$ cat src/rtl/exception_controller_pkg.sv
// Shared definitions for the exception sequencer: state encoding, cause bit
// positions and the default kernel handler entry address.
package exception_controller_pkg;

  typedef enum logic [1:0] {
    USER   = 2'd0,
    ENTER  = 2'd1,
    KERNEL = 2'd2,
    RETURN = 2'd3
  } excState_t;

  localparam int CAUSE_OVF = 0;
  localparam int CAUSE_USR = 1;

  localparam logic [15:0] HANDLER_ADDR_DEFAULT = 16'h0100;

endpackage

$ cat src/rtl/exception_controller.sv
// Exception/interrupt sequencer: captures EPC and cause, redirects to the kernel
// handler, and restores PC and interrupt enable on rfe.
module exception_controller
  import exception_controller_pkg::*;
#(
  parameter int                    DATA_WIDTH   = 16,
  parameter logic [DATA_WIDTH-1:0] HANDLER_ADDR = DATA_WIDTH'(HANDLER_ADDR_DEFAULT)
) (
  input  logic                  CLK,
  input  logic                  reset,
  input  logic                  mode,
  input  logic                  overflow,
  input  logic                  userInput,
  input  logic [DATA_WIDTH-1:0] pcCurrent,
  input  logic                  setIE,
  input  logic                  clearIE,
  input  logic                  rfe,
  output logic                  interruptsEnabled,
  output logic                  kernelMode,
  output logic                  pcOverride,
  output logic [DATA_WIDTH-1:0] pcTarget,
  output logic                  flushPipe,
  output logic [DATA_WIDTH-1:0] epc,
  output logic [1:0]            cause,
  output logic                  inputAck
);

  excState_t state;
  excState_t nextState;
  logic      savedIE;

  // State register plus the architectural registers; only USER samples the
  // exception inputs, so a userInput held late is not re-latched in the handler.
  always_ff @(posedge CLK) begin
    if (reset) begin
      state             <= USER;
      interruptsEnabled <= 1'b0;
      savedIE           <= 1'b0;
      epc               <= '0;
      cause             <= 2'b00;
    end else begin
      state <= nextState;
      case (state)
        USER: begin
          if (mode) begin
            epc              <= pcCurrent;
            cause[CAUSE_USR] <= userInput;
            cause[CAUSE_OVF] <= overflow;
            savedIE          <= interruptsEnabled;
            interruptsEnabled <= 1'b0;
          end else if (clearIE) begin
            interruptsEnabled <= 1'b0;
          end else if (setIE) begin
            interruptsEnabled <= 1'b1;
          end
        end
        RETURN: begin
          interruptsEnabled <= savedIE;
          cause             <= 2'b00;
        end
        default: begin
        end
      endcase
    end
  end

  // Outputs depend on state (and registered epc/cause) only, never on inputs.
  always_comb begin
    nextState  = state;
    kernelMode = 1'b0;
    pcOverride = 1'b0;
    flushPipe  = 1'b0;
    pcTarget   = '0;
    inputAck   = 1'b0;
    case (state)
      USER: begin
        if (mode) nextState = ENTER;
      end
      ENTER: begin
        kernelMode = 1'b1;
        pcOverride = 1'b1;
        flushPipe  = 1'b1;
        pcTarget   = HANDLER_ADDR;
        inputAck   = cause[CAUSE_USR];
        nextState  = KERNEL;
      end
      KERNEL: begin
        kernelMode = 1'b1;
        if (rfe) nextState = RETURN;
      end
      RETURN: begin
        kernelMode = 1'b1;
        pcOverride = 1'b1;
        flushPipe  = 1'b1;
        pcTarget   = epc;
        nextState  = USER;
      end
      default: nextState = USER;
    endcase
  end

endmodule
$ cat config.mk
export PLATFORM = sky130hd
export DESIGN_NAME = exception_controller
export DESIGN_NICKNAME = d
export VERILOG_FILES = /design/src/rtl/exception_controller_pkg.sv /design/src/rtl/exception_controller.sv
export SDC_FILE = /design/constraint.sdc
export NUM_CORES = 1
export LEC_CHECK = 0
export ABC_AREA = 1
export CORE_UTILIZATION = 40
export CTS_CLUSTER_DIAMETER = 120
export DETAILED_ROUTE_END_ITERATION = 8
export DONT_BUFFER_PORTS = 1
export HOLD_SLACK_MARGIN = 0.03
export SLEW_MARGIN = 20
export SYNTH_ARGS = -nofsm -noshare
export SYNTH_HDL_FRONTEND = slang
export SYNTH_SLANG_ARGS = --single-unit
$ cat constraint.sdc
create_clock -name CLK -period 2.56 [get_ports CLK]
set_input_delay 0.256 -clock CLK [delete_from_list [all_inputs] [get_ports CLK]]
set_output_delay 0.256 -clock CLK [all_outputs]
set_load 0.02 [all_outputs]
Yosys cells after proc, flatten, opt, wreduce, memory -nomap -nowiden:

Cells that the tools add are included.

* bitwise operators: 0
* reductions and logical operators: 8
* div/mod/pow operators: 0
* equality and inequality tests: 6
* shift operators: 0
* $mul: 0
* order comparisons: 0
* $add $sub $neg: 0
* mux-type cells: 13

Operator list (count)
* $pmux 16 s2: 1
* $pmux 2 s4: 1
* $reduce_and 2->1: 4
* $mux 1: 6
* $mux 2: 3
* $eq 2x2->1 const B: 2
* $ne 2x2->1 const B: 2
* $ne 4x4->1 const B: 1
* $pmux 2 s2: 1
* $reduce_or 3->1: 1
* $eq 2x1->1 const B: 1
* $logic_not 2->1: 1
* $pmux 1 s2: 1
* $reduce_bool 2->1: 1
* $reduce_or 2->1: 1

* input port bits: 24
* ROM bits: 0
* memories kept: 0
* bits in latches: 0
* memory bits (writable): 0
* output and inout port bits: 39
* flip-flop bits (word level): 22

Logic depth before layout (Yosys ltp):

* depth in word-level cells: 4
* depth in mapped cells: 9
* gate-level depth less buffers: 9

Least setup slack after synthesis:

OpenSTA, ideal clock, no wires.

* kind: register to output
* from: reg state[1]
* to: out pcTarget[8]
* required time: 2.304 ns
* cell stages (with the launch flop): 5
* setup slack: 1.134 ns
* arrival: 1.170 ns
* cells stage by stage: dfxtp_1 > inv_1 > ha_1 > or2_2 > o21a_1

* word-level cells in the longest chain between the ends: 2
* elaborated cells on any way between the ends: 3
* those cells by class: eq/ne: 2; mux: 1

Ends and longest elaborated chain
* from (decl): line exception_controller.sv:28 `excState_t state;`
* from (signal assigned): line exception_controller.sv:42 `state <= nextState;`
* $eq 2x2->1 / $eq 2x1->1 (equally long branches): line exception_controller.sv:75 `case (state)`
* $pmux 16 s2 *: line exception_controller.sv:75
* to (decl): line exception_controller.sv:21 `output logic [DATA_WIDTH-1:0] pcTarget,`

Mark *: on every way between the ends. The rest lies on a longest branch, timed or not.

Worst setup path after layout:

Ends and elaborated chain as after synthesis.

==> flow_metrics.env <==
export IMPL_status="finished clean"
export IMPL_drc=0
export IMPL_nNetsFinal=187
export IMPL_cts_made_buffers=3
export IMPL_drv_slew=0
export IMPL_p_int_mw=0.6505
export IMPL_grt_ovfl_total=0
export IMPL_max_freq_mhz=518.0
export IMPL_postRouteAntennaNets=0
export IMPL_viasPerCell=4.935
export IMPL_seqPwrFrac_pct=49.7
export IMPL_post_route_period_util_pct=75.41
export IMPL_cp_depth=4
export IMPL_path_max_fanout=16
export IMPL_dieHeight_um=54.05
export IMPL_synth_edf_count=0
export IMPL_wl_per_cell_um=11.97
export IMPL_cp_data_required_time_ps=2300
export IMPL_dp_cells=181
export IMPL_grt_pass1_wl_um=3312
export IMPL_setup_violations_final=0
export IMPL_synthCells=155
export IMPL_synth_nets=185
export IMPL_grt_max_degree=20
export IMPL_finalClockSkew_ps=10.09
export IMPL_hold_ws_ps=108.7
export IMPL_arrival_ps=1670
export IMPL_cp_start_kind="flop"
export IMPL_yosysSeqAreaShare_pct=40.65
export IMPL_path_class="flop to output port"
export IMPL_dieArea_mm2=0.002921
export IMPL_vdd_drop_max_mv=0.5535
export IMPL_reg2reg_depth=9
export IMPL_clkTransAtPathRegs_ps=120
export IMPL_min_path_cells=2
export IMPL_maxCapViolations=0
export IMPL_ys_flop_type="dfxtp_1"
export IMPL_async_flop_share_pct=0
export IMPL_rows=18
export IMPL_ys_types=20
export IMPL_synth_area_mm2=0.001084
export IMPL_switching_power_mw=0.6237
export IMPL_drt_wl_total_um=2214
export IMPL_swShare_pct=48.95
export IMPL_synth_seq_cells=22
export IMPL_place_hpwl_um=1673
export IMPL_grt_pass1_vias=799
export IMPL_rsz0062_at_grt="no"
export IMPL_combPwrFrac_pct=38.4
export IMPL_slew_headroom_pct=69.59
export IMPL_layout_common_cells="nor2_1 (37), nand2_1 (27), inv_1 (25)"
export IMPL_hold_class="primary input to flop"
export IMPL_cts_buffer_depth=2
export IMPL_worst_slew_pin_slew_ps=453.4
export IMPL_cts_sinks=22
export IMPL_hold_viol_final=0
export IMPL_io_pins=63
export IMPL_cp_end_kind="output port"
export IMPL_insertion_delay_ps=300
export IMPL_die_x_um=54.05
export IMPL_synth_area_per_cell_um2=6.991
export IMPL_timing_setup_tns_ps=0
export IMPL_port_buffers=0
export IMPL_drtIter0Drc=12
export IMPL_p_leak_nw=0.6116
export IMPL_h_tree_depth=1
export IMPL_path_delay_family="simple AND/OR/NAND/NOR gates"
export IMPL_cp_cell_sequence="ha_1 > buf_4 > or2_2 > o21a_1"
export IMPL_tritoncts="built"
export IMPL_slowest_stage="or2_2"
export IMPL_antenna_found_initial=0
export IMPL_place_congestion=0.7128
export IMPL_final_min_clock_period_ps=1930
export IMPL_initial_core_util_pct=42.96
export IMPL_finalNonFillerCells=185
export IMPL_drive_above_1_share_pct=4.516
export IMPL_first_pass_iters=4
export IMPL_grt_usage_pct=16.21
export IMPL_vias=913
export IMPL_cts_root_buf="clkbuf_4"
export IMPL_final_common_cell="nor2_1"
export IMPL_syn2layout_area_growth_pct=2.656
export IMPL_core_mm2=0.002522
export IMPL_antenna_cells=0
export IMPL_yosys_warnings=0
export IMPL_path_buf_inv=1
export IMPL_power_per_cell_area_mw_per_mm2=1146
export IMPL_clkPwrFrac_pct=11.8
export IMPL_worst_path_largest_cell_delay_ps=420
## sequential cells by signal, summed over array words and instances (netlist names)
name               flops
savedIE                1
epc                   16
state                  2
interruptsEnabled      1
cause                  2
## power groups by stage
stage | Combinational [mW] | Sequential, mW | Clock [mW]
after floorplan | 0.468 | 0.623 | 0
after global placement | 0.482 | 0.639 | 0
after detailed placement | 0.499 | 0.645 | 0
after CTS | 0.502 | 0.636 | 0.159
after global routing | 0.576 | 0.654 | 0.174
final | 0.490 | 0.633 | 0.151
## worst paths after layout
| path | start | end | slack [ps] |
|---|---|---|---|
| setup / recovery | state[1] | pcTarget[8] | 630 |
| hold / removal | userInput | cause[1] | 110 |
| setup reg to reg | state[1] | interruptsEnabled | 1160 |
| hold reg to reg | savedIE | savedIE | 560 |
## timing repair
item | 4_1_cts | 5_1_grt
setup buffers | 0 | 0
gates resized for setup | 0 | 0
hold endpoints to repair | 2 | 0
hold buffers | 1 | 0
## metal layers
layer	global-route usage, %	vias up	share of wire [%]
met1	18.89	402	43
met3	4.237	2	6.1
li1	-	471	-
met2	28.60	38	50
met5	0	-	0
met4	5.128	0	0.68
## Yosys cell counts, drive strengths merged, types with 2 or more instances
library cell / count / area share [%]
ha: 6 / 6.9
inv: 26 / 9.5
buf: 5 / 4.5
a21oi: 5 / 2.3
nor2: 37 / 13
nand2: 28 / 10
nand3: 2 / 0.92
o211ai: 2 / 1.4
dfxtp: 22 / 41
o21ai: 18 / 8.3
## cell type report
cell class,count,area [µm²]
fillers,280,1410
multi-input cells,101,488.0
flip-flops and latches,22,440.4
inverters,27,106.4
well taps,30,37.54
clock buffers,3,22.52
repair buffers,2,17.52
## kinds of logic (layout without fill, tap and decap cells)
logic type,after synthesis,in the layout,synth area share [%]
flops,22,22,40.65
buf+inv,32,32,14.32
simple gates,68,68,24.71
fa+ha+maj,6,6,6.928
compound gates,27,27,13.39
## metrics by stage
step	cell area (µm²)	power (mW)	worst slack (ps)	util [%]
2_1_floorplan	1084	1.090	1134	-
4_1_cts	1112	1.297	605.7	44.10
6_report	1112	1.274	629.6	44.10
5_1_grt	1112	1.403	531.1	44.10
3_5_place_dp	1080	1.144	957.4	42.81
3_3_place_gp	1080	1.120	967.6	42.81
No activity file was read; power rests on OpenSTA's default activity.
